[src/rtl/lfsr_prog_ctrl.sv]
// lfsr_prog_ctrl: program sequencer for the 8-bit tap-configurable LFSR.
// Fetches 14-bit instructions {opcode[13:8], operand[7:0]} from an
// asynchronous ROM and issues single-cycle strobes to the LFSR and to the
// pattern memory. It also owns the pattern-memory address register.
// Optional build macro: LFSR_PROG_CTRL_SINGLE_STEP_EN adds the step_go input
// and a PAUSE state. In that state the FSM waits after every instruction.
module lfsr_prog_ctrl #(
  parameter int PC_W   = 6,
  parameter int ADDR_W = 8,
  parameter int DATA_W = 8
) (
  input  logic              clk,
  input  logic              rst_n,
  input  logic              start,
`ifdef LFSR_PROG_CTRL_SINGLE_STEP_EN
  input  logic              step_go,
`endif
  output logic [PC_W-1:0]   imem_addr,
  input  logic [13:0]       imem_data,
  output logic [6:0]        lfsr_tap,
  output logic              lfsr_tap_we,
  output logic [DATA_W-1:0] lfsr_seed,
  output logic              lfsr_seed_we,
  output logic              lfsr_step,
  output logic              lfsr_load,
  output logic [DATA_W-1:0] lfsr_load_data,
  input  logic [DATA_W-1:0] lfsr_state,
  input  logic [3:0]        lfsr_hd,
  output logic [ADDR_W-1:0] mem_addr,
  output logic              mem_we,
  output logic [DATA_W-1:0] mem_wdata,
  output logic              mem_re,
  input  logic [DATA_W-1:0] mem_rdata,
  output logic              busy,
  output logic              halted,
  output logic              err_illegal
);

  localparam logic [5:0] OP_HALT      = 6'h00;
  localparam logic [5:0] OP_CONFIG    = 6'h01;
  localparam logic [5:0] OP_INIT      = 6'h02;
  localparam logic [5:0] OP_RUN       = 6'h03;
  localparam logic [5:0] OP_INIT_ADDR = 6'h04;
  localparam logic [5:0] OP_ST_L      = 6'h05;
  localparam logic [5:0] OP_ADD_ADDR  = 6'h06;
  localparam logic [5:0] OP_LD_L      = 6'h07;
  localparam logic [5:0] OP_ST_HD     = 6'h08;

`ifdef LFSR_PROG_CTRL_SINGLE_STEP_EN
  typedef enum logic [2:0] {IDLE, FETCH, EXEC, RUN, LDWB, HALT, PAUSE} state_t;
  // Completed instructions park in PAUSE until step_go
  localparam state_t NEXT_INSTR = PAUSE;
`else
  typedef enum logic [2:0] {IDLE, FETCH, EXEC, RUN, LDWB, HALT} state_t;
  localparam state_t NEXT_INSTR = FETCH;
`endif

  state_t            state_reg;
  logic [PC_W-1:0]   pc_reg;
  logic [13:0]       ir_reg;
  logic [ADDR_W-1:0] r_addr_reg;
  logic [7:0]        cnt_reg;
  logic              busy_reg;
  logic              halted_reg;
  logic              err_illegal_reg;

  logic [5:0] opcode;
  logic [7:0] operand;

  assign opcode      = ir_reg[13:8];
  assign operand     = ir_reg[7:0];
  assign imem_addr   = pc_reg;
  assign mem_addr    = r_addr_reg;
  assign busy        = busy_reg;
  assign halted      = halted_reg;
  assign err_illegal = err_illegal_reg;

  // Sequencer FSM: pc, instruction register, address register, run counter and status flags
  always_ff @(posedge clk) begin
    if (!rst_n) begin
      state_reg       <= IDLE;
      pc_reg          <= '0;
      ir_reg          <= '0;
      r_addr_reg      <= '0;
      cnt_reg         <= '0;
      busy_reg        <= 1'b0;
      halted_reg      <= 1'b0;
      err_illegal_reg <= 1'b0;
    end else begin
      case (state_reg)
        IDLE: begin
          if (start) begin
            state_reg <= FETCH;
            pc_reg    <= '0;
            busy_reg  <= 1'b1;
          end
        end
        FETCH: begin
          ir_reg    <= imem_data;
          state_reg <= EXEC;
        end
        EXEC: begin
          if (opcode == OP_HALT) begin
            state_reg  <= HALT;
            busy_reg   <= 1'b0;
            halted_reg <= 1'b1;
          end else if (opcode > OP_ST_HD) begin
            err_illegal_reg <= 1'b1;
            state_reg       <= HALT;
            busy_reg        <= 1'b0;
            halted_reg      <= 1'b1;
          end else begin
            pc_reg    <= pc_reg + PC_W'(1);
            state_reg <= NEXT_INSTR;
            case (opcode)
              OP_RUN: begin
                // The EXEC cycle issues the first step; RUN covers the remaining N-1
                if (operand != 8'd0) cnt_reg <= operand - 8'd1;
                if (operand > 8'd1) state_reg <= RUN;
              end
              OP_INIT_ADDR: r_addr_reg <= ADDR_W'(operand);
              OP_ADD_ADDR:  r_addr_reg <= r_addr_reg + ADDR_W'(operand);
              OP_LD_L:      state_reg  <= LDWB;
              default: ;
            endcase
          end
        end
        RUN: begin
          cnt_reg <= cnt_reg - 8'd1;
          if (cnt_reg == 8'd1) state_reg <= NEXT_INSTR;
        end
        LDWB: state_reg <= NEXT_INSTR;
        HALT: begin
          if (start) begin
            state_reg  <= FETCH;
            pc_reg     <= '0;
            busy_reg   <= 1'b1;
            halted_reg <= 1'b0;
          end
        end
`ifdef LFSR_PROG_CTRL_SINGLE_STEP_EN
        PAUSE: begin
          if (step_go) state_reg <= FETCH;
        end
`endif
        default: state_reg <= IDLE;
      endcase
    end
  end

  // Strobes and their data are decoded directly from state and ir and last one cycle each
  always_comb begin
    lfsr_tap       = '0;
    lfsr_tap_we    = 1'b0;
    lfsr_seed      = '0;
    lfsr_seed_we   = 1'b0;
    lfsr_step      = 1'b0;
    lfsr_load      = 1'b0;
    lfsr_load_data = '0;
    mem_we         = 1'b0;
    mem_wdata      = '0;
    mem_re         = 1'b0;
    if (state_reg == EXEC) begin
      case (opcode)
        OP_CONFIG: begin
          lfsr_tap    = operand[6:0];
          lfsr_tap_we = 1'b1;
        end
        OP_INIT: begin
          lfsr_seed    = DATA_W'(operand);
          lfsr_seed_we = 1'b1;
        end
        OP_RUN:   lfsr_step = (operand != 8'd0);
        OP_ST_L: begin
          mem_we    = 1'b1;
          mem_wdata = lfsr_state;
        end
        OP_LD_L:  mem_re = 1'b1;
        OP_ST_HD: begin
          mem_we    = 1'b1;
          mem_wdata = DATA_W'({4'b0000, lfsr_hd});
        end
        default: ;
      endcase
    end
    if (state_reg == RUN) lfsr_step = 1'b1;
    if (state_reg == LDWB) begin
      lfsr_load      = 1'b1;
      lfsr_load_data = mem_rdata;
    end
  end

endmodule

[config.mk]
export PLATFORM = sky130hd
export DESIGN_NAME = lfsr_prog_ctrl
export DESIGN_NICKNAME = d
export VERILOG_FILES = /design/src/rtl/lfsr_prog_ctrl.sv
export SDC_FILE = /design/constraint.sdc
export NUM_CORES = 1
export LEC_CHECK = 0
export CELL_PAD_IN_SITES_DETAIL_PLACEMENT = 0
export CELL_PAD_IN_SITES_GLOBAL_PLACEMENT = 1
export CORE_ASPECT_RATIO = 1.2
export CORE_UTILIZATION = 45
export DETAILED_ROUTE_END_ITERATION = 7
export DONT_BUFFER_PORTS = 1
export PLACE_DENSITY_LB_ADDON = 0.25
export RECOVER_POWER = 25
export SYNTH_ARGS = -nofsm -noshare
export SYNTH_HDL_FRONTEND = slang
export SYNTH_SLANG_ARGS = --single-unit
[constraint.sdc]
create_clock -name clk -period 2.3 [get_ports clk]
set_input_delay 0.46 -clock clk [delete_from_list [all_inputs] [get_ports clk]]
set_output_delay 0.46 -clock clk [all_outputs]
set_load 0.01 [all_outputs]
; After elaboration in Yosys (flattened, before gate mapping)
; Cells that the tools add are included.
[word_totals]
mem_count = 0
latch_bits = 0
ram_bits = 0
mem_bits_ro = 0
output_inout_bits = 54
input_bits = 37
elab_cells = 98
ff_bits = 42
[op_classes]
n_eq_ne = 22
multipliers = 0
n_mux = 44
bitwise = 2
n_shift = 0
div = 0
magnitude_cmp = 2
reduce_logical = 16
add_sub_neg = 4
[ops]
columns = operator, count
row1 = two-way mux 8 bit, 8
row2 = one-hot mux 8 bit (2 select lines), 3
row3 = equality test 6 x 3 -> 1 bit (second input constant), 4
row4 = two-way mux 1 bit, 18
row5 = two-way mux 6 bit, 3
row6 = subtractor 8 x 1 -> 8 bit (second input constant), 2
row7 = one-hot mux 3 bit (5 select lines), 1
row8 = two-way mux 7 bit, 2
row9 = equality test 6 x 2 -> 1 bit (second input constant), 2
row10 = two-way mux 3 bit, 4
row11 = one-hot mux 6 bit (2 select lines), 1
row12 = AND reduction 3 bit, 3
row13 = adder 8 bit, 1
row14 = equality test 8 x 1 -> 1 bit (second input constant), 1
row15 = greater-than comparator 8 x 1 -> 1 bit (second input constant), 1
row16 = inequality test 2 bit (second input constant), 4
row17 = AND reduction 4 bit, 2
row18 = nonzero test 2 bit, 4
row19 = nonzero test 8 bit, 1
row20 = adder 6 x 1 -> 6 bit (second input constant), 1
row21 = equality test 3 x 2 -> 1 bit (second input constant), 2
row22 = equality test 3 bit (second input constant), 2
row23 = equality test 6 x 1 -> 1 bit (second input constant), 1
row24 = equality test 6 x 4 -> 1 bit (second input constant), 1
row25 = other kinds (13), 18

; Depth between registers and ports, before layout
[depth]
ltp_word = 6
ltp_mapped = 9
depth_no_buf = 9

; Least setup slack after synthesis
; No wires, ideal clock.
[synth_timing]
path_type = flip-flop to output port
start = reg state_reg[2]
end = out lfsr_seed[0]
path_stages_with_launch = 6
arrival_time_ns = 1.985
path_buffers = 1
path_slack_ns = -0.145
required_time_ns = 1.840
cell_sequence = dfxtp_1 buf_4 nor3b_4 nand2_4 nor4b_1 and2_2
[synth_via]
elab_chain_len = 2
[synth_rtl]
columns = item, line_no
row1 = start: declaration, 58  ; state_t state_reg;
row2 = start signal: assignment, 81  ; state_reg <= IDLE;
row3 = start signal: assignment, 93  ; state_reg <= FETCH;
row4 = start signal: assignment, 100  ; state_reg <= EXEC;
row5 = equality test 3 x 2 -> 1 bit, 163  ; if (state_reg == EXEC) begin
row6 = two-way mux 8 bit, 163
row7 = end: declaration, 22  ; output logic [DATA_W-1:0] lfsr_seed,
; No other way between the ends.

; Worst setup path in the final report
[layout_timing]
start = reg ir_reg[2]
end = out lfsr_step
[layout_via]
elab_chain_len = 4
[layout_rtl]
columns = item, line_no
row1 = start: declaration, 60  ; logic [13:0] ir_reg;
row2 = start signal: assignment, 99  ; ir_reg <= imem_data;
row3 = nonzero test 8 bit, 173  ; OP_RUN: lfsr_step = (operand != 8'd0);
row4 = two-way mux 1 bit, 164  ; case (opcode)
row5 = two-way mux 1 bit, 163
row6 = two-way mux 1 bit, 186  ; if (state_reg == RUN) lfsr_step = 1'b1;
row7 = end: declaration, 24  ; output logic lfsr_step,
; No other way between the ends.

==> impl_metrics.toml <==
[clock_tree]
htreeDepth = 2
cts_made_buffers = 5
clock-root-buffer = "clkbuf_8"
path_clk_slew_ns = 0.09
tritoncts = "yes"
cts.sinks = 42
clock_path_buffers = 2
clk_latency_ns = 0.30

[power_and_ir_drop]
clock_power_share_pct = 25.7
p_switching_mw = 0.699
p_comb_share_pct = 29.8
power_leakage_nw = 1.17
p_int_mw = 1.28
power_density_nw_per_um2 = 661
p_sw_share_pct = 35.2
pwr-share-seq_pct = 44.6
peakVddDrop_mv = 0.336

[sta]
fin_crit_ns = 2.25
max_clock_freq_mhz = 445
max_slew.worst_pin.slew_ns = 0.509
slew_headroom_pct = 66.0
slew_viol_final = 0
finClkSkew_ns = 0.00781
setup_viol = 0
final-hold-violation-count = 0
fin_crit_sh_pct = 97.8

[setup_path]
startpoint_type = "flip-flop"
end_kind = "primary output"
critical_path_arrival_ns = 1.79
crit_fanout = 5
critical_path_class = "flip-flop to primary output"
required_ns = 1.84

[floorplanning]
rows = 30
start_util_pct = 47.2
die_h_um = 87.0
die_area_um2 = 6340
coreArea_um2 = 5740
fp.dieW_um = 72.8
ioPinCount = 91

[flow_run]
maxCapViolCount = 0

[global_route]
grt_pass1_wl_um = 10900
grt_max_degree = 32
grt.overflow.total = 0
grt_usage_pct = 22.3
antenna_found_initial = 0
grt_pass1_vias = 2156

[synth]
post_synth_fa_ha_maj_area_fraction_pct = 6.74
synthArstFlopShare_pct = 0
synth_area_leaders = "dfxtp_1 31%, nand2_1 7.8%, ha_1 6.0%, a21oi_1 5.2%, nor2_1 4.4%"
synthMuxAreaShare_pct = 1.15
ys_seq_area_share_pct = 31.0
synth_area_per_cell_um2 = 7.81
synth_cell_type_count = 59
synthXorXnorAreaFrac_pct = 4.20
synth_seq_cells = 42
yosys.area_share.simple_pct = 33.0
synth_edf_count = 0
synth_cells = 347
syn_area_um2 = 2710
synth_compound_area_share_pct = 19.6
synth_top_family_by_area = "simple AND/OR/NAND/NOR gates"
synthesis.nets = 398
yosys-top-cells-count = "56 x nand2_1, 42 x dfxtp_1, 32 x nor2_1"
synth_top_cell_area_share_pct = 31.0
yosys_warnings = 0
yosysMostFrequentCell = "nand2_1"
yosys.area.top_type = "dfxtp_1"
ys.flop_type = "dfxtp_1"

[worst_hold_path]
hold_path.class = "input port to flip-flop"

[cells_and_area]
largest_reg_flops = 14
nNetsFinal = 409
stdcell_count = 439
layout-drive-gt1-share_pct = 15.3
syn_to_final_growth_pct = 10.8
fin_area_um2 = 3000
diodes = 0

[drt]
firstDrtPassIters = 4
wl_per_cell_um = 15.7
ant_nets = 0
first_iter_violations = 121
vias_per_cell = 5.62
drt-total-wl_um = 6910
drc_errors = 0
vias = 2466

[placement]
placedCellCount = 427
place_congestion = 0.813
placed_area_um2 = 2880
numPortBuffers = 0
dpl.hpwl_um = 5120

[status]
status = "complete, no violations"
worst paths after layout:
path | from | end | slack [ns] | cells past startpoint
setup / recovery | ir_reg[2]$_SDFFE_PN0N_ | lfsr_step | 0.05 | 5
hold / removal | rst_n | state_reg[0]$_SDFFE_PN0P_ | 0.26 | 1
hold reg to reg | ir_reg[13]$_SDFFE_PN0N_ | ir_reg[13]$_SDFFE_PN0N_ | 0.51 | 2
setup reg to reg | mem_addr[0]$_SDFFE_PN0P_ | mem_addr[6]$_SDFFE_PN0P_ | 0.27 | 9
layer usage:
| metal | vias to the layer above | wire length (um) | GRT usage (%) |
|---|---|---|---|
| met4 | 0 | 74 | 5.88 |
| met1 | 1153 | 3210 | 31.5 |
| li1 | 1240 | - | - |
| met5 | - | 0 | 0 |
| met3 | 6 | 385 | 4.17 |
| met2 | 67 | 3250 | 34.8 |
stage by stage:
stage               setup WS, ns  util (%)  hold slack, ns  setup TNS [ns]  power, mW
finish                    0.0512      52.3           0.264               0       1.98
global placement           0.319      50.1           0.474               0       1.45
CTS                       0.0462      52.0           0.262               0       1.98
detailed placement         0.298      50.1           0.491               0       1.46
global route             -0.0106      52.3           0.266         -0.0106       2.11
floorplan                  0.196         -           0.457               0       1.31
cell type report:
cell class	instances	area [um^2]
inverters	13	48.8
well taps	80	100
clock buffers	7	86.3
clock inverters	1	5.00
flip-flops and latches	42	843
multi-input cells	276	1770
fillers	594	2740
repair buffers	20	150
cell families after synthesis:
| logic type | Yosys count |
|---|---|
| fa+ha+maj | 14 |
| xor+xnor | 13 |
| compound gates | 77 |
| flops | 42 |
| simple gates | 169 |
| mux | 3 |
| buf+inv | 29 |
critical path, cell delays in order (launching register included):
cell	delay (ns)
dfxtp_1	0.31
or4_4	0.56
nor3_4	0.21
a2111oi_4	0.11
nor2_2	0.18
inv_1	0.11
power by group through the flow:
| stage | Combinational, mW | Sequential [mW] | Clock (mW) |
|---|---|---|---|
| after global routing | 0.665 | 0.895 | 0.548 |
| after CTS | 0.572 | 0.882 | 0.526 |
| after floorplan | 0.446 | 0.865 | 0 |
| after global placement | 0.551 | 0.898 | 0 |
| final | 0.591 | 0.884 | 0.509 |
| after detailed placement | 0.557 | 0.899 | 0 |
cells in the final DEF, fill, tap and decap left out, types with 2 or more instances in the layout:
cell      count
o21ai_0      10
and2_1       18
mux2i_1       2
a21oi_1      28
and3_1        4
nor4_1        5
dfxtp_1      40
nor4b_2       2
nor3_4        2
a31oi_1       5
nor2_1       31
xnor2_1       4
nor3_1        5
nor2b_1       3
nand4_1       3
buf_4        20
nor3b_1       2
a21o_1        2
and3_2        5
ha_1         13
nand3_1      12
and2_2        8
nand2_1      56
inv_1        13
xor2_1        9
o21a_1        4
o31ai_1       2
a22oi_1       6
clkbuf_8      6
dfxtp_2       2
a311oi_1      5
o211ai_1      4
timing repair:
action	CTS	global route
setup buffers	2	2
hold buffers	0	0
resized for setup	1	2
pin swaps	1	1
endpoints found under the setup margin	13	16
Power figures use the tool's default switching activity.
